### config.mk
export PLATFORM = sky130hd
export DESIGN_NAME = alu_req_scheduler_flat
export DESIGN_NICKNAME = d
export VERILOG_FILES = /design/src/rtl/alu_req_scheduler_pkg.sv /design/src/rtl/alu_req_scheduler_if.sv /design/src/rtl/alu_req_scheduler_rr_arbiter.sv /design/src/rtl/alu_req_scheduler.sv /design/src/flat_wrapper.sv
export SDC_FILE = /design/constraint.sdc
export NUM_CORES = 1
export LEC_CHECK = 0
export CAP_MARGIN = 20
export CORE_MARGIN = 5
export CORE_UTILIZATION = 44
export DETAILED_ROUTE_END_ITERATION = 8
export PLACE_DENSITY = 0.87
export SYNTH_ARGS = -nofsm -noshare
export SYNTH_HDL_FRONTEND = slang
export SYNTH_SLANG_ARGS = --single-unit
### constraint.sdc
create_clock -name clk -period 5.36 [get_ports clk]
set_input_delay 1.608 -clock clk [delete_from_list [all_inputs] [get_ports clk]]
set_output_delay 1.608 -clock clk [all_outputs]
set_load 0.05 [all_outputs]
### src/rtl/alu_req_scheduler_pkg.sv
// alu_sched_pkg: shared types and constants for the ALU request scheduler.
//   state_t        scheduler FSM state (IDLE, ISSUE, RESP)
//   FLAG_W, OP_W   flag vector width and opcode width
//   PAR..LT        bit positions inside the {parity, overflow, greater, is_eq, less} flag vector
package alu_sched_pkg;

    localparam int FLAG_W = 5;
    localparam int OP_W   = 2;

    localparam int PAR = 4;
    localparam int OVF = 3;
    localparam int GT  = 2;
    localparam int EQ  = 1;
    localparam int LT  = 0;

    typedef enum logic [1:0] {
        IDLE  = 2'd0,
        ISSUE = 2'd1,
        RESP  = 2'd2
    } state_t;

endpackage

### src/rtl/alu_req_scheduler_if.sv
// alu_req_scheduler_if: requester-side and ALU-side signals of the scheduler.
//   req_valid/req_ready/req_a/req_b/req_op  request channel, requester i at slice i
//   rsp_valid/rsp_ready/rsp_y/rsp_flags     response channel, rsp_y/rsp_flags shared
//   alu_a/alu_b/alu_op/alu_oe               operands driven into the shared ALU
//   alu_y, alu_parity..alu_less             combinational ALU result and flags
// Handshake rule for both channels: a transfer happens on a rising clk edge where
// valid and ready are both high for the same requester bit; the sender holds
// valid and payload stable until that edge, and ready may depend on valid.
// Modports: slave = the scheduler, master = requesters plus the ALU.
interface alu_req_scheduler_if import alu_sched_pkg::*; #(
    parameter int NREQ = 4,
    parameter int W    = 8
);
    logic [NREQ-1:0]      req_valid;
    logic [NREQ-1:0]      req_ready;
    logic [NREQ*W-1:0]    req_a;
    logic [NREQ*W-1:0]    req_b;
    logic [NREQ*OP_W-1:0] req_op;

    logic [NREQ-1:0]      rsp_valid;
    logic [NREQ-1:0]      rsp_ready;
    logic [W-1:0]         rsp_y;
    logic [FLAG_W-1:0]    rsp_flags;

    logic [W-1:0]         alu_a;
    logic [W-1:0]         alu_b;
    logic [OP_W-1:0]      alu_op;
    logic                 alu_oe;
    logic [W-1:0]         alu_y;
    logic                 alu_parity;
    logic                 alu_overflow;
    logic                 alu_greater;
    logic                 alu_is_eq;
    logic                 alu_less;

    modport slave (
        input  req_valid, req_a, req_b, req_op, rsp_ready,
        input  alu_y, alu_parity, alu_overflow, alu_greater, alu_is_eq, alu_less,
        output req_ready, rsp_valid, rsp_y, rsp_flags,
        output alu_a, alu_b, alu_op, alu_oe
    );

    modport master (
        output req_valid, req_a, req_b, req_op, rsp_ready,
        output alu_y, alu_parity, alu_overflow, alu_greater, alu_is_eq, alu_less,
        input  req_ready, rsp_valid, rsp_y, rsp_flags,
        input  alu_a, alu_b, alu_op, alu_oe
    );

endinterface

### src/rtl/alu_req_scheduler_rr_arbiter.sv
// rr_arbiter: purely combinational round-robin search.
//   req        request vector, one bit per requester
//   ptr        index where the search starts (highest priority)
//   grant      one-hot grant, zero when req is zero
//   grant_idx  encoded index of the granted bit, zero when nothing granted
module rr_arbiter #(
    parameter int NREQ  = 4,
    parameter int IDX_W = (NREQ > 1) ? $clog2(NREQ) : 1
) (
    input  logic [NREQ-1:0]  req,
    input  logic [IDX_W-1:0] ptr,
    output logic [NREQ-1:0]  grant,
    output logic [IDX_W-1:0] grant_idx
);

    always_comb begin : search
        logic             found;
        int               k;
        logic [IDX_W-1:0] kk;
        grant     = '0;
        grant_idx = '0;
        found     = 1'b0;
        k         = 0;
        kk        = '0;
        for (int i = 0; i < NREQ; i++) begin
            // Walk NREQ positions starting at ptr, wrapping past the top.
            k = int'(ptr) + i;
            if (k >= NREQ) k = k - NREQ;
            kk = IDX_W'(k);
            if (!found && req[kk]) begin
                found     = 1'b1;
                grant[kk] = 1'b1;
                grant_idx = kk;
            end
        end
    end

endmodule

### src/rtl/alu_req_scheduler.sv
// alu_req_scheduler: shares one combinational ALU among NREQ requesters.
// A round-robin winner's operands are captured, held on the ALU for SETTLE
// cycles, the ALU result and flags are registered, then returned to the
// winner over the response channel.
//   clk, rst_n  clock and asynchronous active-low reset
//   bus         alu_req_scheduler_if slave: request, response and ALU ports
//   busy        high whenever the FSM is not IDLE
//   dbg_state   current FSM state
module alu_req_scheduler import alu_sched_pkg::*; #(
    parameter int NREQ   = 4,
    parameter int W      = 8,
    parameter int SETTLE = 1
) (
    input  logic                 clk,
    input  logic                 rst_n,
    alu_req_scheduler_if.slave   bus,
    output logic                 busy,
    output state_t               dbg_state
);

    localparam int IDX_W = (NREQ > 1) ? $clog2(NREQ) : 1;
    localparam int CNT_W = (SETTLE > 1) ? $clog2(SETTLE) : 1;

    state_t            state;
    logic [IDX_W-1:0]  rr_ptr;
    logic [IDX_W-1:0]  owner;
    logic [CNT_W-1:0]  cnt;
    logic [W-1:0]      a_q;
    logic [W-1:0]      b_q;
    logic [OP_W-1:0]   op_q;
    logic [W-1:0]      y_q;
    logic [FLAG_W-1:0] flags_q;

    logic [NREQ-1:0]   grant;
    logic [IDX_W-1:0]  grant_idx;
    logic [IDX_W-1:0]  next_ptr;

    rr_arbiter #(.NREQ(NREQ), .IDX_W(IDX_W)) u_arb (
        .req       (bus.req_valid),
        .ptr       (rr_ptr),
        .grant     (grant),
        .grant_idx (grant_idx)
    );

    assign next_ptr = (grant_idx == IDX_W'(NREQ - 1)) ? '0 : grant_idx + IDX_W'(1);

    always_ff @(posedge clk or negedge rst_n) begin
        if (!rst_n) begin
            state   <= IDLE;
            rr_ptr  <= '0;
            owner   <= '0;
            cnt     <= '0;
            a_q     <= '0;
            b_q     <= '0;
            op_q    <= '0;
            y_q     <= '0;
            flags_q <= '0;
        end else begin
            case (state)
                IDLE: begin
                    if (|bus.req_valid) begin
                        a_q    <= bus.req_a[grant_idx*W +: W];
                        b_q    <= bus.req_b[grant_idx*W +: W];
                        op_q   <= bus.req_op[grant_idx*OP_W +: OP_W];
                        owner  <= grant_idx;
                        rr_ptr <= next_ptr;
                        cnt    <= CNT_W'(SETTLE - 1);
                        state  <= ISSUE;
                    end
                end
                ISSUE: begin
                    // ALU inputs have been stable for SETTLE cycles when cnt hits 0.
                    if (cnt == '0) begin
                        y_q          <= bus.alu_y;
                        flags_q[PAR] <= bus.alu_parity;
                        flags_q[OVF] <= bus.alu_overflow;
                        flags_q[GT]  <= bus.alu_greater;
                        flags_q[EQ]  <= bus.alu_is_eq;
                        flags_q[LT]  <= bus.alu_less;
                        state        <= RESP;
                    end else begin
                        cnt <= cnt - CNT_W'(1);
                    end
                end
                RESP: begin
                    // Only the owner's ready bit completes the response.
                    if (bus.rsp_ready[owner]) state <= IDLE;
                end
                default: state <= IDLE;
            endcase
        end
    end

    // Grant is combinational from req_valid; rst_n gating keeps req_ready low
    // while reset is held even though the FSM already sits in IDLE.
    assign bus.req_ready = (state == IDLE && rst_n) ? grant : '0;
    assign bus.rsp_valid = (state == RESP) ? (NREQ'(1) << owner) : '0;
    assign bus.rsp_y     = y_q;
    assign bus.rsp_flags = flags_q;

    // Operands stay parked on the captured values so the ALU does not toggle when idle.
    assign bus.alu_a  = a_q;
    assign bus.alu_b  = b_q;
    assign bus.alu_op = op_q;
    assign bus.alu_oe = (state == ISSUE);

    assign busy      = (state != IDLE);
    assign dbg_state = state;

endmodule
### src/flat_wrapper.sv
// flat-port wrapper written by rule: the top's interface ports become plain ports
module alu_req_scheduler_flat import alu_sched_pkg::*;
#(
    parameter int NREQ   = 4,
    parameter int W      = 8,
    parameter int SETTLE = 1
)
  (clk, rst_n, busy, dbg_state, bus_req_valid, bus_req_a, bus_req_b, bus_req_op, bus_rsp_ready, bus_alu_y, bus_alu_parity, bus_alu_overflow, bus_alu_greater, bus_alu_is_eq, bus_alu_less, bus_req_ready, bus_rsp_valid, bus_rsp_y, bus_rsp_flags, bus_alu_a, bus_alu_b, bus_alu_op, bus_alu_oe);
  alu_req_scheduler_if #(.NREQ(NREQ), .W(W)) bus_i ();
  input  logic clk;
  input  logic rst_n;
  output logic busy;
  output state_t dbg_state;
  input wire logic [$bits(bus_i.req_valid)-1:0] bus_req_valid;
  input wire logic [$bits(bus_i.req_a)-1:0] bus_req_a;
  input wire logic [$bits(bus_i.req_b)-1:0] bus_req_b;
  input wire logic [$bits(bus_i.req_op)-1:0] bus_req_op;
  input wire logic [$bits(bus_i.rsp_ready)-1:0] bus_rsp_ready;
  input wire logic [$bits(bus_i.alu_y)-1:0] bus_alu_y;
  input wire logic [$bits(bus_i.alu_parity)-1:0] bus_alu_parity;
  input wire logic [$bits(bus_i.alu_overflow)-1:0] bus_alu_overflow;
  input wire logic [$bits(bus_i.alu_greater)-1:0] bus_alu_greater;
  input wire logic [$bits(bus_i.alu_is_eq)-1:0] bus_alu_is_eq;
  input wire logic [$bits(bus_i.alu_less)-1:0] bus_alu_less;
  output wire logic [$bits(bus_i.req_ready)-1:0] bus_req_ready;
  output wire logic [$bits(bus_i.rsp_valid)-1:0] bus_rsp_valid;
  output wire logic [$bits(bus_i.rsp_y)-1:0] bus_rsp_y;
  output wire logic [$bits(bus_i.rsp_flags)-1:0] bus_rsp_flags;
  output wire logic [$bits(bus_i.alu_a)-1:0] bus_alu_a;
  output wire logic [$bits(bus_i.alu_b)-1:0] bus_alu_b;
  output wire logic [$bits(bus_i.alu_op)-1:0] bus_alu_op;
  output wire logic [$bits(bus_i.alu_oe)-1:0] bus_alu_oe;
  assign bus_i.req_valid = bus_req_valid;
  assign bus_i.req_a = bus_req_a;
  assign bus_i.req_b = bus_req_b;
  assign bus_i.req_op = bus_req_op;
  assign bus_i.rsp_ready = bus_rsp_ready;
  assign bus_i.alu_y = bus_alu_y;
  assign bus_i.alu_parity = bus_alu_parity;
  assign bus_i.alu_overflow = bus_alu_overflow;
  assign bus_i.alu_greater = bus_alu_greater;
  assign bus_i.alu_is_eq = bus_alu_is_eq;
  assign bus_i.alu_less = bus_alu_less;
  assign bus_req_ready = bus_i.req_ready;
  assign bus_rsp_valid = bus_i.rsp_valid;
  assign bus_rsp_y = bus_i.rsp_y;
  assign bus_rsp_flags = bus_i.rsp_flags;
  assign bus_alu_a = bus_i.alu_a;
  assign bus_alu_b = bus_i.alu_b;
  assign bus_alu_op = bus_i.alu_op;
  assign bus_alu_oe = bus_i.alu_oe;
  alu_req_scheduler #(.NREQ(NREQ), .W(W), .SETTLE(SETTLE)) u_core (.clk(clk), .rst_n(rst_n), .bus(bus_i), .busy(busy), .dbg_state(dbg_state));
endmodule
**Word-level counts from Yosys, hierarchy flattened**

Cells that the tools add are included.

- Flip-flop bits (word level): 38
- Bits in latches: 0
- Memory bits (writable): 0
- Bits in read-only memories: 0
- Input bits: 95
- Output and inout bits: 43
- Logic and storage cells: 107
- Memories: 0

- Add/sub/neg operators: 9
- Multipliers: 0
- Div/mod/pow operators: 0
- Magnitude comparators: 13
- Eq/ne operators: 6
- Shifts and indexed selects: 4
- Muxes and demuxes: 43
- Bitwise logic cells: 4
- Reductions and logical operators: 19

Operators with widths:

| kind | count |
|---|---|
| 32-bit by 6-bit indexed part select with 8-bit output | 2 |
| 2-bit 2-to-1 mux | 12 |
| 4-bit 2-to-1 mux | 6 |
| 2-bit by 3-bit < comparator with 1-bit output (second input constant) | 5 |
| 1-bit 2-to-1 mux | 14 |
| 4-bit bitwise OR | 3 |
| 1-bit binary-select mux with 2-bit select | 5 |
| 3-bit >= comparator (second input constant) | 3 |
| 1-bit demux with 2-bit select | 4 |
| 2-bit by 1-bit >= comparator with 1-bit output (second input constant) | 4 |
| 1-bit logical AND | 8 |
| 8-bit by 4-bit indexed part select with 2-bit output | 1 |
| 2-bit by 1-bit subtractor with 2-bit output (second input constant) | 4 |
| 2-bit by 2-bit adder with 3-bit output (second input constant) | 2 |
| 2-bit one-hot mux with 3 select lines | 1 |
| 2-bit AND reduction | 3 |
| 2-bit == test (second input constant) | 2 |
| 2-bit by 1-bit != test with 1-bit output (second input constant) | 2 |
| 2-bit nonzero test | 2 |
| 4-bit OR reduction | 1 |
| 1-bit by 2-bit left shift with 4-bit output (first input constant) | 1 |
| 2-bit by 1-bit adder with 3-bit output (second input constant) | 1 |
| 2-bit by 3-bit >= comparator with 1-bit output (second input constant) | 1 |
| 1-bit logical NOT | 3 |
| other kinds (8) | 8 |

**Depth between registers and ports, before layout**

Gate-level depths: netlist of run 1.

- Word-level depth: 16
- Depth in mapped cells: 12
- Depth with buffers taken out: 10

**Cells and area by module**

Synthesis of run 1 repeated with hierarchy kept, for this count alone.

- Cell total of the unflattened synthesis: 181
- Area, all modules: 2523.7 um^2

By module, submodules not included:

| module | instances | cells each | area an instance (um^2) | seq. area each (um^2) |
|---|---|---|---|---|
| alu_req_scheduler | 1 | 116 | 2034.5 | 925.9 |
| rr_arbiter | 1 | 65 | 489.2 | 0.0 |

**Worst setup path after synthesis of run 1**

OpenSTA, ideal clock, no wires.

- Path type: input to output
- Start: input bus_req_valid[1]
- End: output bus_req_ready[0]
- Data arrival time: 3.365 ns
- Required time: 3.752 ns
- Setup slack: 0.387 ns
- Cell stages on the path: 5
- Path buffers: 0
- Cells stage by stage: mux4_2 nand2b_4 nor3_1 a221oi_1 nor2_1

- Word-level cells in the longest chain between the ends: 13
- Elaborated cells between the ends (all ways): 25
- Those cells by class: mux (16); bitwise (3); reduce/logical (6)

RTL lines:

| element | line | RTL |
|---|---|---|
| start: declaration | flat_wrapper.sv:14 | `input wire logic [$bits(bus_i.req_valid)-1:0] bus_req_valid;` |
| 1-bit binary-select mux with 2-bit select | alu_req_scheduler_rr_arbiter.sv:30 | `if (!found && req[kk]) begin` |
| 1-bit 2-to-1 mux (not written as such) | alu_req_scheduler_rr_arbiter.sv:30 |  |
| 1-bit 2-to-1 mux | alu_req_scheduler_rr_arbiter.sv:30 |  |
| 1-bit logical NOT | alu_req_scheduler_rr_arbiter.sv:30 |  |
| 1-bit logical AND | alu_req_scheduler_rr_arbiter.sv:30 |  |
| 1-bit 2-to-1 mux | alu_req_scheduler_rr_arbiter.sv:30 |  |
| 1-bit logical NOT | alu_req_scheduler_rr_arbiter.sv:30 |  |
| 1-bit logical AND | alu_req_scheduler_rr_arbiter.sv:30 |  |
| 1-bit 2-to-1 mux | alu_req_scheduler_rr_arbiter.sv:30 |  |
| 1-bit logical NOT | alu_req_scheduler_rr_arbiter.sv:30 |  |
| 1-bit logical AND | alu_req_scheduler_rr_arbiter.sv:30 |  |
| 4-bit 2-to-1 mux (*) | alu_req_scheduler_rr_arbiter.sv:30 |  |
| 4-bit 2-to-1 mux (*) | alu_req_scheduler.sv:96 | `assign bus.req_ready = (state == IDLE && rst_n) ? grant : '0;` |
| end: declaration | flat_wrapper.sv:25 | `output wire logic [$bits(bus_i.req_ready)-1:0] bus_req_ready;` |

Every way passes the cells marked *; elsewhere a longest branch is shown, timed or not. The select of a mux whose other input is x is not followed.

**Worst setup path after layout of run 1**

- Start: input bus_req_valid[1]
- End: output bus_req_ready[3]

Same word-level chain as after synthesis.

==> flow_metrics.env, run 1 <==
export IMPL_ant_nets=0
export IMPL_placedInstanceArea_um2=4240
export IMPL_synth_yosys_seq_area_share_pct=34.1
export IMPL_synth_cell_types=39
export IMPL_synth_avg_cell_area_um2=8.67
export IMPL_buffer_ports_inserted=137
export IMPL_number_of_placement_rows=28
export IMPL_die_y_um=88.5
export IMPL_cp_data_arrival_time_ns=3.62
export IMPL_num_io_pins=138
export IMPL_yosys_area_top_type_share_pct=34.1
export IMPL_maximum_number_of_pins_on_one_net_before_global_route_repair=50
export IMPL_criticalPathCategory="primary input to output pin"
export IMPL_critical_path_required_ns=3.75
export IMPL_post_route_cell_area_um2=4360
export IMPL_synth_ff_type="sky130_fd_sc_hd__dfrtp_1"
export IMPL_cp_top_family="buffers and inverters"
export IMPL_initial_antenna_violation_count=0
export IMPL_dr_wl_met3_um=1120
export IMPL_area_growth_syn_to_fin_pct=60.8
export IMPL_drc=0
export IMPL_timing_final_hold_violations=0
export IMPL_max_vdd_ir_drop_uv=533
export IMPL_max_slew_margin_pct=36.5
export IMPL_dr_pass1_iters=5
export IMPL_clockBufferDepth=2
export IMPL_design_die_area_um2=7830
export IMPL_remaining_global_route_overflow=0
export IMPL_period_minus_slack_ns=5.23
export IMPL_synth_fp_nets=416
export IMPL_clock_insertion_delay_worst_skew_ns=0.29
export IMPL_global_route_usage_total_pct=25.4
export IMPL_syn_cell_area_um2=2710
export IMPL_fraction_of_final_layout_cells_with_drive_strength_greater_than_1_pct=13.7
export IMPL_postSynthCellCount=313
export IMPL_timing_critical_path_slowest_stage_cell="sky130_fd_sc_hd__mux4_2"
export IMPL_synthTopCellsByArea="sky130_fd_sc_hd__dfrtp_1 (34%), sky130_fd_sc_hd__nand2_1 (8.6%), sky130_fd_sc_hd__nand3_1 (6.6%)"
export IMPL_insertedDiodeCount=0
export IMPL_critical_path_peak_fanout=4
export IMPL_combinationalPowerShare_pct=74.6
export IMPL_dp_hpwl_um=7260
export IMPL_max_cap_violations=0
export IMPL_cts_buf_count=5
export IMPL_static_leakage_power_nw=1.74
export IMPL_switching_share_pct=53.7
export IMPL_layout_nets=556
export IMPL_total_power_mw=3.05
export IMPL_routed_via_density=5.78
export IMPL_ys_seq_elements=37
export IMPL_rsz0062_at_grt="no"
export IMPL_maxUsedRoutingLayer="met4"
export IMPL_dpl_worst_slack_ns=0.126
export IMPL_run_status="complete, no violations"
export IMPL_core_region_um2=5960
export IMPL_summed_negative_setup_slack_over_all_endpoints_ns=0
export IMPL_hold_worst_slack_ns=0.509
export IMPL_initialDrtViolationCount=177
export IMPL_cts_hold_fix_buffers=0
export IMPL_post_cts_buffers=0
export IMPL_powerDensity_nw_per_um2=700
export IMPL_crit_chain="clkdlybuf4s50_1 -> buf_4 -> mux4_2 -> nand2b_4 -> nor3_1 -> buf_4 -> a221oi_1 -> nor2_1 -> buf_12"
export IMPL_max_clock_freq_mhz=191
export IMPL_pwr_share_seq_pct=16.9
export IMPL_timing_final_max_slew_violations=0
export IMPL_number_of_setup_violations_in_the_final_report=0
export IMPL_via_count=3059
export IMPL_cts_num_sinks=37
export IMPL_power_clock_fraction_pct=8.5
export IMPL_cpMostUsedCell="sky130_fd_sc_hd__buf_4"
export IMPL_avgRoutedWirePerCell_um=18.6
export IMPL_worstMarginPinSlew_ns=0.953
export IMPL_grt_pass1_wl_um=15500
export IMPL_timing_critical_path_from_type="primary input"
export IMPL_min_delay_path_class="flip-flop to flip-flop"
export IMPL_total_wirelength_of_the_detailed_routed_design_um=9860
export IMPL_cell_internal_pwr_mw=1.41
export IMPL_slowest_cell_delay_on_critical_path_ns=0.48
export IMPL_met1_length_um=3700
export IMPL_tritoncts="yes"
export IMPL_synth_enable_flop_cells=0
export IMPL_die_w_um=88.5
export IMPL_cts_root_buffer="sky130_fd_sc_hd__clkbuf_8"
export IMPL_first_global_vias=3189
export IMPL_place_congestion=0.910
export IMPL_clock_tree_htree_level_count=2
export IMPL_ys_warn_count=0
export IMPL_setup_worst_path_end_class="output pin"
export IMPL_min_period_over_period_pct=97.6
export IMPL_worst_path_buf_inv=4
export IMPL_setup_slack_ns=0.129
export IMPL_start_util_pct=45.5
export IMPL_yosys_area_top_type="sky130_fd_sc_hd__dfrtp_1"
export IMPL_yosys_cell_count_top_type="sky130_fd_sc_hd__nand2_1"
export IMPL_synth_cells_most_frequent="sky130_fd_sc_hd__nand2_1 (62), sky130_fd_sc_hd__nor2_1 (47), sky130_fd_sc_hd__dfrtp_1 (37)"
export IMPL_worst_clock_skew_ns=0.00744
export IMPL_ys_async_sr_fraction_pct=100
export IMPL_routed_wl_met2_um=4820
export IMPL_clkSlewWorstSetupHoldPaths_ns=0.07
export IMPL_net_switching_power_mw=1.64
## worst reg2reg max path: stages, from the launching register on
cell	delay [ns]
sky130_fd_sc_hd__dfrtp_1	0.49
sky130_fd_sc_hd__inv_1	0.16
sky130_fd_sc_hd__ha_1	0.41
sky130_fd_sc_hd__mux4_2	0.63
sky130_fd_sc_hd__inv_1	0.16
sky130_fd_sc_hd__a211oi_4	0.08
sky130_fd_sc_hd__buf_4	0.23
sky130_fd_sc_hd__a21oi_2	0.16
sky130_fd_sc_hd__buf_4	0.30
sky130_fd_sc_hd__mux2i_1	0.25
sky130_fd_sc_hd__o22ai_1	0.10
## flip-flops by register name, summed over array words and instances, names as in the netlist
| name | count |
|---|---|
| u_core.bus.alu_a | 8 |
| u_core.bus.alu_b | 8 |
| u_core.bus.alu_op | 2 |
| u_core.bus.rsp_flags | 5 |
| u_core.bus.rsp_y | 8 |
| u_core.dbg_state | 2 |
| u_core.owner | 2 |
| u_core.rr_ptr | 2 |
## power by group through the flow
stage	registers [mW]	logic, mW	clock network [mW]
finish	0.517	2.28	0.259
CTS	0.517	2.27	0.260
floorplan	0.942	1.14	0
global route	0.536	2.43	0.275
global placement	0.513	2.19	0
detailed placement	0.521	2.26	0
## layout by cell type, fill, tap and decap left out, types with 3 or more instances in the layout
cell type and instances:
sky130_fd_sc_hd__nor2_1 47, sky130_fd_sc_hd__inv_1 6, sky130_fd_sc_hd__clkdlybuf4s50_1 132, sky130_fd_sc_hd__ha_1 8, sky130_fd_sc_hd__mux4_2 5, sky130_fd_sc_hd__nand3_1 36
sky130_fd_sc_hd__buf_12 4, sky130_fd_sc_hd__o311ai_2 8, sky130_fd_sc_hd__o311ai_1 8, sky130_fd_sc_hd__buf_4 14, sky130_fd_sc_hd__a22oi_1 4, sky130_fd_sc_hd__clkbuf_8 6
sky130_fd_sc_hd__inv_2 3, sky130_fd_sc_hd__a21oi_1 4, sky130_fd_sc_hd__dfrtp_1 37, sky130_fd_sc_hd__a221oi_1 4, sky130_fd_sc_hd__a41o_1 16, sky130_fd_sc_hd__nand2b_1 3
sky130_fd_sc_hd__nand2_1 62, sky130_fd_sc_hd__mux2_2 14, sky130_fd_sc_hd__o21ai_0 3
## through the flow
step                instances  utilization [%]
global route              529             73.2
global placement          520             71.1
CTS                       529             73.2
detailed placement        521             71.2
floorplan                 313                -
finish                    529             73.2
## layout make-up
class / instances / area [µm²]
Sequential cell: 37 / 926
Timing Repair Buffer: 152 / 1520
Multi-Input combinational cell: 248 / 1670
Fill cell: 461 / 1590
Tap cell: 75 / 93.8
Inverter: 9 / 33.8
Clock inverter: 1 / 30.0
Clock buffer: 7 / 86.3
## worst paths after layout
kind / endpoint / startpoint / cells after the start / slack [ns]
setup / recovery: bus_req_ready[3] / bus_req_valid[1] / 9 / 0.13
hold / removal: u_core.bus.alu_b[3] / u_core.bus.alu_b[3] / 2 / 0.51
setup reg to reg: u_core.bus.alu_b[5] / u_core.rr_ptr[1] / 10 / 2.23
hold reg to reg: u_core.bus.alu_b[3] / u_core.bus.alu_b[3] / 2 / 0.51
max in group asynchronous: u_core.bus.alu_b[1] / rst_n / 2 / 3.62
min in group asynchronous: u_core.bus.alu_a[5] / rst_n / 2 / 1.39
## cell families (layout without fill, tap and decap cells)
logic type | Yosys count | after routing | synth area share, %
DFF | 37 | 37 | 34.1
muxes | 21 | 21 | 10.7
adders and majority gates | 8 | 8 | 3.69
AOI/OAI and AO/OA | 62 | 62 | 22.0
and+or+nand+nor | 157 | 157 | 24.7
buffers and inverters | 28 | 169 | 4.84
## per-layer routing
metal / up-vias / GRT usage (%)
li1: 1420 / -
met1: 1442 / 29.5
met4: 0 / 8.24
met3: 23 / 8.38
met2: 174 / 44.3
met5: - / 0
## repair_timing
item	CTS	global route
setup endpoints to repair	0	4
endpoints found under the hold margin	0	0
gates resized for setup	0	1
Power figures use the tool's default switching activity.
==> inputs of run 2 (changes only) <==
Settings changed: CORE_MARGIN 5 to unset, TNS_END_PERCENT set to 1.
==> run 2 against run 1 <==
  * Total power down 1.0%
  * Clock skew up 0.0055 ns
  * Register-to-register slack worse by 0.58 ns
  * Largest cell class unchanged
  * Largest power group unchanged
==> flow_metrics.env, run 2 (synthesized netlist as in run 1, its figures left out) <==
export IMPL_run_status="complete, no violations"
export IMPL_layout_commonest_cell="sky130_fd_sc_hd__clkdlybuf4s50_1"
export IMPL_layout_nets=554
export IMPL_core_region_um2=5920
export IMPL_timing_final_max_slew_violations=0
export IMPL_crit_chain="clkdlybuf4s50_1 -> mux4_2 -> nand2b_4 -> nor3_2 -> a221oi_1 -> nor2_1 -> buf_12"
export IMPL_static_leakage_power_nw=1.73
export IMPL_worst_path_buf_inv=2
export IMPL_global_route_usage_total_pct=29.6
export IMPL_initialDrtViolationCount=173
export IMPL_critical_path_peak_fanout=5
export IMPL_min_period_over_period_pct=98.6
export IMPL_clock_tree_htree_level_count=2
export IMPL_drc=0
export IMPL_total_wirelength_of_the_detailed_routed_design_um=9270
export IMPL_area_growth_syn_to_fin_pct=60.3
export IMPL_fraction_of_final_layout_cells_with_drive_strength_greater_than_1_pct=13.9
export IMPL_num_io_pins=138
export IMPL_cts_buf_count=5
export IMPL_routed_via_density=5.78
export IMPL_min_delay_path_class="flip-flop to flip-flop"
export IMPL_clkSlewWorstSetupHoldPaths_ns=0.08
export IMPL_slowest_cell_delay_on_critical_path_ns=0.53
export IMPL_timing_critical_path_from_type="primary input"
export IMPL_buffer_ports_inserted=137
export IMPL_max_vdd_ir_drop_uv=500
export IMPL_maximum_number_of_pins_on_one_net_before_global_route_repair=50
export IMPL_ant_nets=0
export IMPL_timing_final_hold_violations=0
export IMPL_setup_worst_path_end_class="output pin"
export IMPL_dpl_worst_slack_ns=-0.0139
export IMPL_r2r_start="u_core.rr_ptr[1]"
export IMPL_powerDensity_nw_per_um2=694
export IMPL_design_die_area_um2=6480
export IMPL_number_of_placement_rows=28
export IMPL_number_of_setup_violations_in_the_final_report=0
export IMPL_die_w_um=80.5
export IMPL_period_minus_slack_ns=5.29
export IMPL_timing_critical_path_slowest_stage_cell="sky130_fd_sc_hd__mux4_2"
export IMPL_critPathLaunch="bus_req_valid[1]"
export IMPL_max_clock_freq_mhz=189
export IMPL_dp_hpwl_um=6970
export IMPL_dr_pass1_iters=4
export IMPL_rsz0062_at_grt="no"
export IMPL_r2r_setup_slack_ns=1.65
export IMPL_worstMarginPinSlew_ns=1.05
export IMPL_insertedDiodeCount=0
export IMPL_avgRoutedWirePerCell_um=17.6
export IMPL_cp_data_arrival_time_ns=3.68
export IMPL_mostFrequentLayoutCells="sky130_fd_sc_hd__clkdlybuf4s50_1 (132), sky130_fd_sc_hd__nand2_1 (62), sky130_fd_sc_hd__nor2_1 (47), sky130_fd_sc_hd__nand3_1 (36), sky130_fd_sc_hd__dfrtp_1 (36)"
export IMPL_max_slew_margin_pct=30.0
export IMPL_setup_slack_ns=0.0747
export IMPL_r2r_worst_path_cells=10
export IMPL_cp_endpoint="bus_req_ready[3]"
export IMPL_critical_path_required_ns=3.75
export IMPL_post_cts_buffers=0
export IMPL_die_y_um=80.5
export IMPL_via_count=3044
export IMPL_initial_antenna_violation_count=0
export IMPL_tritoncts="yes"
export IMPL_cp_top_family="simple AND/OR/NAND/NOR gates"
export IMPL_grt_pass1_wl_um=14500
export IMPL_post_place_cells=518
export IMPL_clock_insertion_delay_worst_skew_ns=0.29
export IMPL_finalNonFillerCells=527
export IMPL_first_global_vias=3145
export IMPL_cts_num_sinks=37
export IMPL_total_power_mw=3.02
export IMPL_remaining_global_route_overflow=0
export IMPL_start_util_pct=45.8
export IMPL_worst_path_stages=7
export IMPL_worst_r2r_endpoint="u_core.rr_ptr[1]"
export IMPL_max_cap_violations=0
export IMPL_worst_clock_skew_ns=0.0129
export IMPL_criticalPathCategory="primary input to output pin"
export IMPL_cts_root_buffer="sky130_fd_sc_hd__clkbuf_8"
export IMPL_clockBufferDepth=2
export IMPL_place_congestion=0.962
-- run 2: cell types whose count changed in the layout (fill, tap and decap cells not counted) --
cell,change
sky130_fd_sc_hd__buf_4,-2
sky130_fd_sc_hd__clkbuf_1,-1
sky130_fd_sc_hd__clkbuf_8,-1
sky130_fd_sc_hd__clkinv_2,+1
sky130_fd_sc_hd__dfrtp_1,-1
sky130_fd_sc_hd__dfrtp_2,+1
sky130_fd_sc_hd__inv_6,+1
sky130_fd_sc_hd__nor3_1,-1
sky130_fd_sc_hd__nor3_2,+1
-- run 2: area by class of cell --
type | instances | area [µm²]
inverters | 9 | 33.8
clock inverters | 3 | 43.8
well taps | 75 | 93.8
clock buffers | 5 | 68.8
multi-input cells | 248 | 1670
flip-flops and latches | 37 | 927
fillers | 454 | 1570
repair buffers | 150 | 1510
-- run 2: what timing repair did --
action | in CTS | in global routing
hold endpoints to repair | 0 | 0
setup endpoints to repair | 3 | 4
hold buffers | 0 | 0
gates resized for setup | 1 | 1
-- run 2: per-layer routing --
layer	wire length (µm)	share of wire [%]	up-vias	GRT usage, %
met1	3490	38	1445	34.4
met5	0	0	-	0
li1	-	-	1419	-
met2	4890	53	160	52.7
met4	206	2.2	0	12.9
met3	677	7.3	20	5.34
-- run 2: power by group --
group | switching, mW | internal [mW]
clock network | 0.110 | 0.140
logic | 1.41 | 0.828
registers | 0.102 | 0.427
total | 1.63 | 1.39
-- run 2: stage by stage --
step | hold slack (ns) | util (%) | cell area [µm²] | setup TNS, ns
after global placement | 0.488 | 71.2 | 4220 | 0
after CTS | 0.515 | 73.2 | 4340 | 0
after detailed placement | 0.496 | 71.2 | 4220 | -0.0209
after floorplan | 0.532 | - | 2710 | 0
final | 0.512 | 73.5 | 4350 | 0
after global routing | 0.535 | 73.5 | 4350 | 0
-- run 2: how the worst min path moves through the flow --
stage	end	slack, ns	cells past startpoint	start
after CTS	u_core.bus.rsp_flags[0]	0.52	1	u_core.bus.rsp_flags[0]
after global placement	u_core.bus.rsp_flags[3]	0.49	1	u_core.bus.rsp_flags[3]
final	u_core.bus.rsp_flags[0]	0.51	1	u_core.bus.rsp_flags[0]
after global routing	u_core.bus.rsp_flags[0]	0.54	1	u_core.bus.rsp_flags[0]
after detailed placement	u_core.bus.rsp_flags[0]	0.50	1	u_core.bus.rsp_flags[0]
after floorplan	u_core.owner[1]	0.53	2	u_core.owner[1]
